File: src/rtl/fc_pkg.sv
// Shared definitions for the fully connected array: FSM state encoding,
// accumulator width sanity check and lane slicing helper.
// No logic; imported by fully_connected_array and fc_mac_lane.
package fc_pkg;

  // Controller states
  localparam logic [1:0] ST_IDLE  = 2'd0;
  localparam logic [1:0] ST_RUN   = 2'd1;
  localparam logic [1:0] ST_DRAIN = 2'd2;
  localparam logic [1:0] ST_DONE  = 2'd3;

  // Accumulator must hold IN_LENGTH full-scale products plus a sign bit.
  function automatic bit acc_width_ok(input int acc_w, input int data_w, input int len);
    return acc_w >= (2 * data_w + $clog2(len) + 1);
  endfunction

  // Low bit of lane 'lane' in a bus of 'width'-bit lanes.
  function automatic int lane_lo(input int lane, input int width);
    return lane * width;
  endfunction

endpackage

File: src/rtl/fc_mac_lane.sv
// One output channel: product register, accumulator, latched bias and result register.
// Latency: product 1 cycle, accumulate 1 cycle; result loaded on load_res.
// No backpressure; clr wins over all other controls. FC_ARRAY_RELU_EN clamps negative results to 0.
module fc_mac_lane
  import fc_pkg::*;
#(
  parameter int W         = 8,
  parameter int ACC_WIDTH = 32
) (
  input  logic                 clk,
  input  logic                 reset,
  input  logic                 clr,
  input  logic                 beat,
  input  logic                 acc_en,
  input  logic                 load_res,
  input  logic [W-1:0]         node,
  input  logic [W-1:0]         wegt,
  input  logic [W-1:0]         bias_in,
  output logic [ACC_WIDTH-1:0] result
);

  logic signed [2*W-1:0]       prod_d, prod_q;
  logic signed [ACC_WIDTH-1:0] acc_d, acc_q;
  logic signed [W-1:0]         bias_d, bias_q;
  logic signed [ACC_WIDTH-1:0] res_d, res_q;
  logic signed [ACC_WIDTH-1:0] prod_ext, bias_ext, sum;

  // Next-state for product, accumulator, bias and result registers
  always_comb begin
    prod_ext = {{(ACC_WIDTH-2*W){prod_q[2*W-1]}}, prod_q};
    bias_ext = {{(ACC_WIDTH-W){bias_q[W-1]}}, bias_q};
    sum      = acc_q + bias_ext;

    prod_d = prod_q;
    if (beat) prod_d = $signed(node) * $signed(wegt);

    acc_d = acc_q;
    if (clr)         acc_d = '0;
    else if (acc_en) acc_d = acc_q + prod_ext;

    bias_d = bias_q;
    if (clr) bias_d = bias_in;

    res_d = res_q;
    if (load_res) begin
`ifdef FC_ARRAY_RELU_EN
      res_d = sum[ACC_WIDTH-1] ? '0 : sum;
`else
      res_d = sum;
`endif
    end
  end

  // Lane registers with synchronous reset
  always_ff @(posedge clk) begin
    if (reset) begin
      prod_q <= '0;
      acc_q  <= '0;
      bias_q <= '0;
      res_q  <= '0;
    end else begin
      prod_q <= prod_d;
      acc_q  <= acc_d;
      bias_q <= bias_d;
      res_q  <= res_d;
    end
  end

  assign result = res_q;

endmodule

File: src/rtl/fully_connected_array.sv
// NUM_CH parallel neurons over an IN_LENGTH vector; one broadcast node per beat, bias once per vector.
// Latency: o_valid pulses 3 cycles after the last accepted beat.
// o_ready only in RUN; i_run aborts/restarts at any time. Option FC_ARRAY_RELU_EN clamps negatives to 0.
module fully_connected_array
  import fc_pkg::*;
#(
  parameter int IN_DATA_WIDTH = 8,
  parameter int NUM_CH        = 4,
  parameter int IN_LENGTH     = 16,
  parameter int ACC_WIDTH     = 32
) (
  input  logic                          clk,
  input  logic                          reset,
  input  logic                          i_run,
  input  logic                          i_valid,
  output logic                          o_ready,
  input  logic [IN_DATA_WIDTH-1:0]      i_node,
  input  logic [NUM_CH*IN_DATA_WIDTH-1:0] i_wegt,
  input  logic [NUM_CH*IN_DATA_WIDTH-1:0] i_bias,
  output logic                          o_valid,
  output logic [NUM_CH*ACC_WIDTH-1:0]   o_result,
  output logic                          o_idle
);

  localparam int CNT_W = $clog2(IN_LENGTH + 1);
  localparam logic [CNT_W-1:0] LAST_BEAT = CNT_W'(IN_LENGTH - 1);

  if (!acc_width_ok(ACC_WIDTH, IN_DATA_WIDTH, IN_LENGTH)) begin : g_bad_acc
    $error("fully_connected_array: ACC_WIDTH too narrow for IN_DATA_WIDTH/IN_LENGTH");
  end

  logic [1:0]       state_d, state_q;
  logic [CNT_W-1:0] cnt_d, cnt_q;
  logic             p_vld_d, p_vld_q;
  logic             a_vld_d, a_vld_q;
  logic             beat, load_res;

  // FSM, beat counter and pipeline valid tracking; i_run overrides everything
  always_comb begin
    beat    = (state_q == ST_RUN) && i_valid && !i_run;
    state_d = state_q;
    unique case (state_q)
      ST_IDLE:  state_d = ST_IDLE;
      ST_RUN:   if (beat && (cnt_q == LAST_BEAT)) state_d = ST_DRAIN;
      ST_DRAIN: if (!p_vld_q && !a_vld_q) state_d = ST_DONE;
      ST_DONE:  state_d = ST_IDLE;
      default:  state_d = ST_IDLE;
    endcase
    if (i_run) state_d = ST_RUN;

    cnt_d = cnt_q;
    if (i_run)     cnt_d = '0;
    else if (beat) cnt_d = cnt_q + 1'b1;

    p_vld_d  = beat;
    a_vld_d  = p_vld_q && !i_run;
    // result is written on the edge that enters DONE, so it is visible while o_valid is high
    load_res = (state_d == ST_DONE);
  end

  // Control registers with synchronous reset
  always_ff @(posedge clk) begin
    if (reset) begin
      state_q <= ST_IDLE;
      cnt_q   <= '0;
      p_vld_q <= 1'b0;
      a_vld_q <= 1'b0;
    end else begin
      state_q <= state_d;
      cnt_q   <= cnt_d;
      p_vld_q <= p_vld_d;
      a_vld_q <= a_vld_d;
    end
  end

  for (genvar c = 0; c < NUM_CH; c++) begin : g_lane
    fc_mac_lane #(
      .W         (IN_DATA_WIDTH),
      .ACC_WIDTH (ACC_WIDTH)
    ) u_lane (
      .clk      (clk),
      .reset    (reset),
      .clr      (i_run),
      .beat     (beat),
      .acc_en   (p_vld_q),
      .load_res (load_res),
      .node     (i_node),
      .wegt     (i_wegt[lane_lo(c, IN_DATA_WIDTH) +: IN_DATA_WIDTH]),
      .bias_in  (i_bias[lane_lo(c, IN_DATA_WIDTH) +: IN_DATA_WIDTH]),
      .result   (o_result[lane_lo(c, ACC_WIDTH) +: ACC_WIDTH])
    );
  end

  assign o_ready = (state_q == ST_RUN);
  assign o_valid = (state_q == ST_DONE);
  assign o_idle  = (state_q == ST_IDLE);

endmodule
File: config.mk
export PLATFORM = sky130hd
export DESIGN_NAME = fully_connected_array
export DESIGN_NICKNAME = d
export VERILOG_FILES = /design/src/rtl/fc_pkg.sv /design/src/rtl/fc_mac_lane.sv /design/src/rtl/fully_connected_array.sv
export SDC_FILE = /design/constraint.sdc
export NUM_CORES = 2
export LEC_CHECK = 0
export CAP_MARGIN = 15
export CELL_PAD_IN_SITES_DETAIL_PLACEMENT = 1
export CELL_PAD_IN_SITES_GLOBAL_PLACEMENT = 1
export CORE_MARGIN = 4
export CORE_UTILIZATION = 38
export DETAILED_ROUTE_END_ITERATION = 10
export GPL_TIMING_DRIVEN = 0
export PLACE_DENSITY_LB_ADDON = 0.08
export REMOVE_ABC_BUFFERS = 1
export SETUP_SLACK_MARGIN = 0.02
export SLEW_MARGIN = 20
export SYNTH_ARGS = -nofsm -noshare
export SYNTH_HDL_FRONTEND = slang
export SYNTH_SLANG_ARGS = --single-unit
File: constraint.sdc
create_clock -name clk -period 6.75 [get_ports clk]
set_input_delay 1.35 -clock clk [delete_from_list [all_inputs] [get_ports clk]]
set_output_delay 1.35 -clock clk [all_outputs]
set_load 0.005 [all_outputs]
==> flow_results.xml <==
<?xml version="1.0" encoding="UTF-8"?>
<metrics>
  <group name="synth">
    <metric name="synth_top_area_share" unit="%">21.4</metric>
    <metric name="synth-async-reset-ratio" unit="%">0</metric>
    <metric name="synth_ff_type" unit="">dfxtp_1</metric>
    <metric name="netlist_instances" unit="">4078</metric>
    <metric name="postSynthAreaPerCell" unit="um^2">8.28</metric>
    <metric name="synth.largest_area_cell" unit="">dfxtp_1</metric>
    <metric name="synth-edff-count" unit="">0</metric>
    <metric name="synth.area.top_cells" unit="">dfxtp_1 (21%), ha_1 (14%), fa_1 (14%)</metric>
    <metric name="postSynthRegisterBits" unit="">361</metric>
    <metric name="synth_seq_area_share" unit="%">21.4</metric>
    <metric name="post_synth_instance_area" unit="um^2">33800</metric>
    <metric name="synth.yosys.warnings" unit="">0</metric>
    <metric name="yosys.cell_types.count" unit="">81</metric>
  </group>
  <group name="min_path">
    <metric name="worstHoldPathType" unit="">register to register</metric>
  </group>
  <group name="floorplan">
    <metric name="die_width" unit="um">306</metric>
    <metric name="initial_core_util" unit="%">38.3</metric>
    <metric name="rows" unit="">109</metric>
    <metric name="ios" unit="">207</metric>
    <metric name="coreArea" unit="um^2">88200</metric>
    <metric name="die_height" unit="um">306</metric>
    <metric name="fp.dieArea" unit="um^2">93700</metric>
  </group>
  <group name="power">
    <metric name="power-per-cell-area" unit="nW/um^2">210</metric>
    <metric name="ir_drop" unit="mV">0.168</metric>
    <metric name="report.power.total" unit="mW">8.14</metric>
    <metric name="total_leakage_power" unit="nW">17.5</metric>
  </group>
  <group name="cells_and_area">
    <metric name="area_occupied_by_multi_input_gates" unit="um^2">24600</metric>
    <metric name="num-nets-final" unit="">4886</metric>
    <metric name="finalNonFillerCells" unit="">5418</metric>
    <metric name="stdcell_area" unit="um^2">38800</metric>
    <metric name="area_delta_synth_final" unit="%">14.9</metric>
    <metric name="fillerInstances" unit="">10479</metric>
    <metric name="final_core_util" unit="%">44.0</metric>
    <metric name="n_antenna_cell" unit="">0</metric>
    <metric name="seq_area" unit="um^2">7240</metric>
    <metric name="post_route_cells_drive_above_1_share" unit="%">3.69</metric>
  </group>
  <group name="clock_tree">
    <metric name="post_cts.repair.setup_buffers" unit="">0</metric>
    <metric name="tritoncts" unit="">done</metric>
    <metric name="clkSlewWorstSetupHoldPaths" unit="ps">60</metric>
    <metric name="ctsHoldBuffers" unit="">0</metric>
    <metric name="tritoncts.num_buffers" unit="">45</metric>
    <metric name="clock_tree.htree_level_count" unit="">2</metric>
    <metric name="clock_latency" unit="ps">590</metric>
    <metric name="cts-root-to-sink-buffers" unit="">3</metric>
    <metric name="cts-resized-gates" unit="">0</metric>
    <metric name="clock_sinks" unit="">361</metric>
    <metric name="clockRootBuffer" unit="">clkbuf_16</metric>
  </group>
  <group name="sta">
    <metric name="max_freq" unit="MHz">163</metric>
    <metric name="report.final.hold_viol_count" unit="">0</metric>
    <metric name="final.period_utilization" unit="%">91.2</metric>
    <metric name="worst_clock_skew" unit="ps">19.1</metric>
    <metric name="timing_worst_slew_pin_value" unit="ps">1060</metric>
    <metric name="unrepaired_setup_endpoints_after_global_routing" unit="">false</metric>
    <metric name="final-max-slew-violation-count" unit="">0</metric>
    <metric name="headroom_to_the_max_slew_limit" unit="%">29.4</metric>
    <metric name="finalWorstPathRequiredPeriod" unit="ps">6150</metric>
    <metric name="timing.setup.tns" unit="ps">0</metric>
    <metric name="final-setup-viol-count" unit="">0</metric>
  </group>
  <group name="flow_run">
    <metric name="cap_violations" unit="">0</metric>
  </group>
  <group name="worst_setup_path">
    <metric name="crit_path_cell_trace" unit="">clkdlybuf4s50_1, and2_1, fa_1, inv_1, fa_1, inv_1, fa_1, inv_1, fa_1, inv_1, ha_1, inv_1, o21ai_0, a21oi_1, nand2b_1, a21boi_0, o21ai_0, a21boi_0, o41ai_1, xnor2_1, a211oi_1</metric>
    <metric name="timing.critical_path.mode_cell" unit="">inv_1</metric>
    <metric name="capture_instance_of_the_worst_register_to_register_path" unit="">g_lane[2].u_lane.result[31]</metric>
    <metric name="rr_worst_depth" unit="">8</metric>
    <metric name="worstSetupPathDepth" unit="">21</metric>
    <metric name="critical_path.startpoint" unit="">i_wegt[18]</metric>
    <metric name="reg_to_reg_critical_path_startpoint" unit="">g_lane[2].u_lane.bias_q[7]</metric>
    <metric name="timing.critical_path.arrival" unit="ps">6600</metric>
    <metric name="r2r_setup_slack" unit="ps">3040</metric>
    <metric name="critPathLaunchType" unit="">input pin</metric>
    <metric name="timing.critical_path.required" unit="ps">7190</metric>
    <metric name="cp_slowest_cell" unit="">clkdlybuf4s50_1</metric>
    <metric name="setup.worst_path.end" unit="">g_lane[2].u_lane.prod_q[15]</metric>
    <metric name="critPathKind" unit="">input pin to register</metric>
    <metric name="crit_fanout" unit="">8</metric>
    <metric name="element_type_at_the_critical_path_end" unit="">register</metric>
    <metric name="critical_path.top_delay_family" unit="">adder cells</metric>
    <metric name="crit_buf_inv" unit="">6</metric>
    <metric name="slowest_delay" unit="ps">590</metric>
  </group>
  <group name="drt">
    <metric name="drc_errors" unit="">0</metric>
    <metric name="drt-wirelength-per-cell" unit="um">17.4</metric>
    <metric name="postRouteWirelength" unit="um">94400</metric>
    <metric name="post_dr_vias_cell" unit="">5.20</metric>
    <metric name="via_count" unit="">28162</metric>
    <metric name="postRouteAntennaNets" unit="">0</metric>
    <metric name="first_iter_violations" unit="">1036</metric>
    <metric name="detail_route.first_pass.iterations" unit="">5</metric>
  </group>
  <group name="placed_design">
    <metric name="placement.cell_area" unit="um^2">37300</metric>
    <metric name="port_buffers" unit="">206</metric>
    <metric name="gp_congestion" unit="">0.817</metric>
    <metric name="place.detailed.instances" unit="">5334</metric>
    <metric name="post-dp-hpwl" unit="um">73900</metric>
  </group>
  <group name="global_route">
    <metric name="globalRoute.totalOverflow" unit="">0</metric>
    <metric name="grt_pass1_vias" unit="">29259</metric>
    <metric name="grt_start_max_net_pins" unit="">107</metric>
    <metric name="antenna_found_initial" unit="">0</metric>
    <metric name="grt_pass1_wl" unit="um">156000</metric>
    <metric name="grt_use_total" unit="%">20.1</metric>
  </group>
  <group name="run_status">
    <metric name="outcome" unit="">finished, final reports clean</metric>
  </group>
</metrics>
synthesized netlist by cell type (7+ instances only):
| cell type | n |
|---|---|
| a21o_1 | 147 |
| nor3_1 | 50 |
| and3_1 | 20 |
| o21a_1 | 26 |
| nor3b_1 | 17 |
| buf_1 | 17 |
| nand3b_1 | 9 |
| o21bai_1 | 24 |
| a21oi_1 | 356 |
| o21ai_0 | 156 |
| clkbuf_1 | 117 |
| nand2_1 | 457 |
| o41ai_1 | 7 |
| or2_2 | 12 |
| o31ai_1 | 12 |
| nand3_1 | 70 |
| nand4_1 | 21 |
| xnor2_1 | 184 |
| a21boi_0 | 18 |
| dfxtp_1 | 361 |
| o211ai_1 | 14 |
| fa_1 | 228 |
| ha_1 | 366 |
| mux2i_1 | 126 |
| a211o_1 | 7 |
| o21ai_1 | 12 |
| nand2b_1 | 37 |
| o22ai_1 | 7 |
| nor2b_1 | 55 |
| xor2_1 | 71 |
| nor2_1 | 289 |
| inv_1 | 404 |
| a31oi_1 | 31 |
| o221ai_1 | 7 |
| and2_1 | 179 |
| or3_1 | 31 |
| a211oi_1 | 32 |
placed cells by master, fill, tap and decap left out, drive strengths merged, types with 9 or more instances in the layout:
cell	n
o211ai	17
nand3b	9
mux2i	126
a21oi	359
fa	228
ha	366
and2	179
clkinv	9
xor2	71
inv	405
a211oi	33
nand3	70
a31oi	31
or2	13
xnor2	184
nor2	289
a21o	147
a21boi	20
o21a	26
clkbuf	67
nor3	50
clkdlybuf4s50	196
nand2b	37
buf	30
o21bai	24
o21ai	168
nand2	457
and3	20
nor3b	17
nand4	21
dfxtp	361
o31ai	17
nor2b	55
or3	31
worst min path at each step:
| stage | from | endpoint | cells after the start |
|---|---|---|---|
| 2_1_floorplan | g_lane[0].u_lane.prod_q[0] | g_lane[0].u_lane.prod_q[0] | 2 |
| 3_3_place_gp | g_lane[2].u_lane.result[29] | g_lane[2].u_lane.result[29] | 2 |
| 3_5_place_dp | g_lane[3].u_lane.result[13] | g_lane[3].u_lane.result[13] | 2 |
| 4_1_cts | g_lane[3].u_lane.result[5] | g_lane[3].u_lane.result[5] | 2 |
| 5_1_grt | g_lane[0].u_lane.result[2] | g_lane[0].u_lane.result[2] | 2 |
| 6_report | g_lane[3].u_lane.result[6] | g_lane[3].u_lane.result[6] | 2 |
worst register-to-register path, cell delays in order (launching register included):
cell	delay, ps
dfxtp_2	740
ha_1	350
inv_1	100
or4_1	600
o31ai_1	720
nand4_1	180
a41oi_1	350
a221oi_1	200
o311a_1	360
report_power, final:
part / leakage [nW] / total, mW / switching (mW) / internal (mW)
clock: 0.766 / 2.57 / 1.02 / 1.55
sequential: 2.92 / 2.28 / 0.0890 / 2.19
combinational: 13.8 / 3.29 / 1.84 / 1.45
area by class of cell:
| type | instances | area share, % |
|---|---|---|
| clock buffers | 67 | 3.51 |
| repair buffers | 226 | 6.40 |
| inverters | 404 | 3.91 |
| flip-flops and latches | 361 | 18.6 |
| well taps | 1165 | 3.76 |
| clock inverters | 17 | 0.506 |
| multi-input cells | 3178 | 63.3 |
sequential cells by signal (all words and copies together) (netlist names):
| register | cells |
|---|---|
| g_lane.u_lane.bias_q | 32 |
| g_lane.u_lane.result | 128 |
| g_lane.u_lane.acc_q | 128 |
| p_vld_q | 1 |
| cnt_q | 5 |
| g_lane.u_lane.prod_q | 64 |
| state_q | 2 |
| a_vld_q | 1 |
through the flow:
| step | setup WS (ps) | hold WS (ps) |
|---|---|---|
| global placement | -10650 | 438 |
| finish | 597 | 449 |
| detailed placement | 34.6 | 444 |
| floorplan | -1000 | 430 |
| global route | 309 | 473 |
| CTS | 658 | 452 |
kinds of logic (layout without fill, tap and decap cells):
logic type	after synthesis	in the layout	synth area share [%]
AOI/OAI and AO/OA	932	932	17.3
xor gates and xnor gates	255	255	6.61
muxes	131	131	3.90
buffers and inverters	539	714	5.99
adders and majority gates	594	594	27.1
and+or+nand+nor	1266	1266	17.7
DFF	361	361	21.4
per-layer routing:
| layer | share of wire (%) | global-route usage (%) | routed length [um] |
|---|---|---|---|
| met1 | 51 | 28.9 | 47900 |
| met2 | 45 | 33.5 | 42800 |
| met3 | 2.5 | 1.77 | 2370 |
| met4 | 1.4 | 3.24 | 1300 |
| met5 | 0 | 0 | 0 |
No activity file was read; power rests on OpenSTA's default activity.
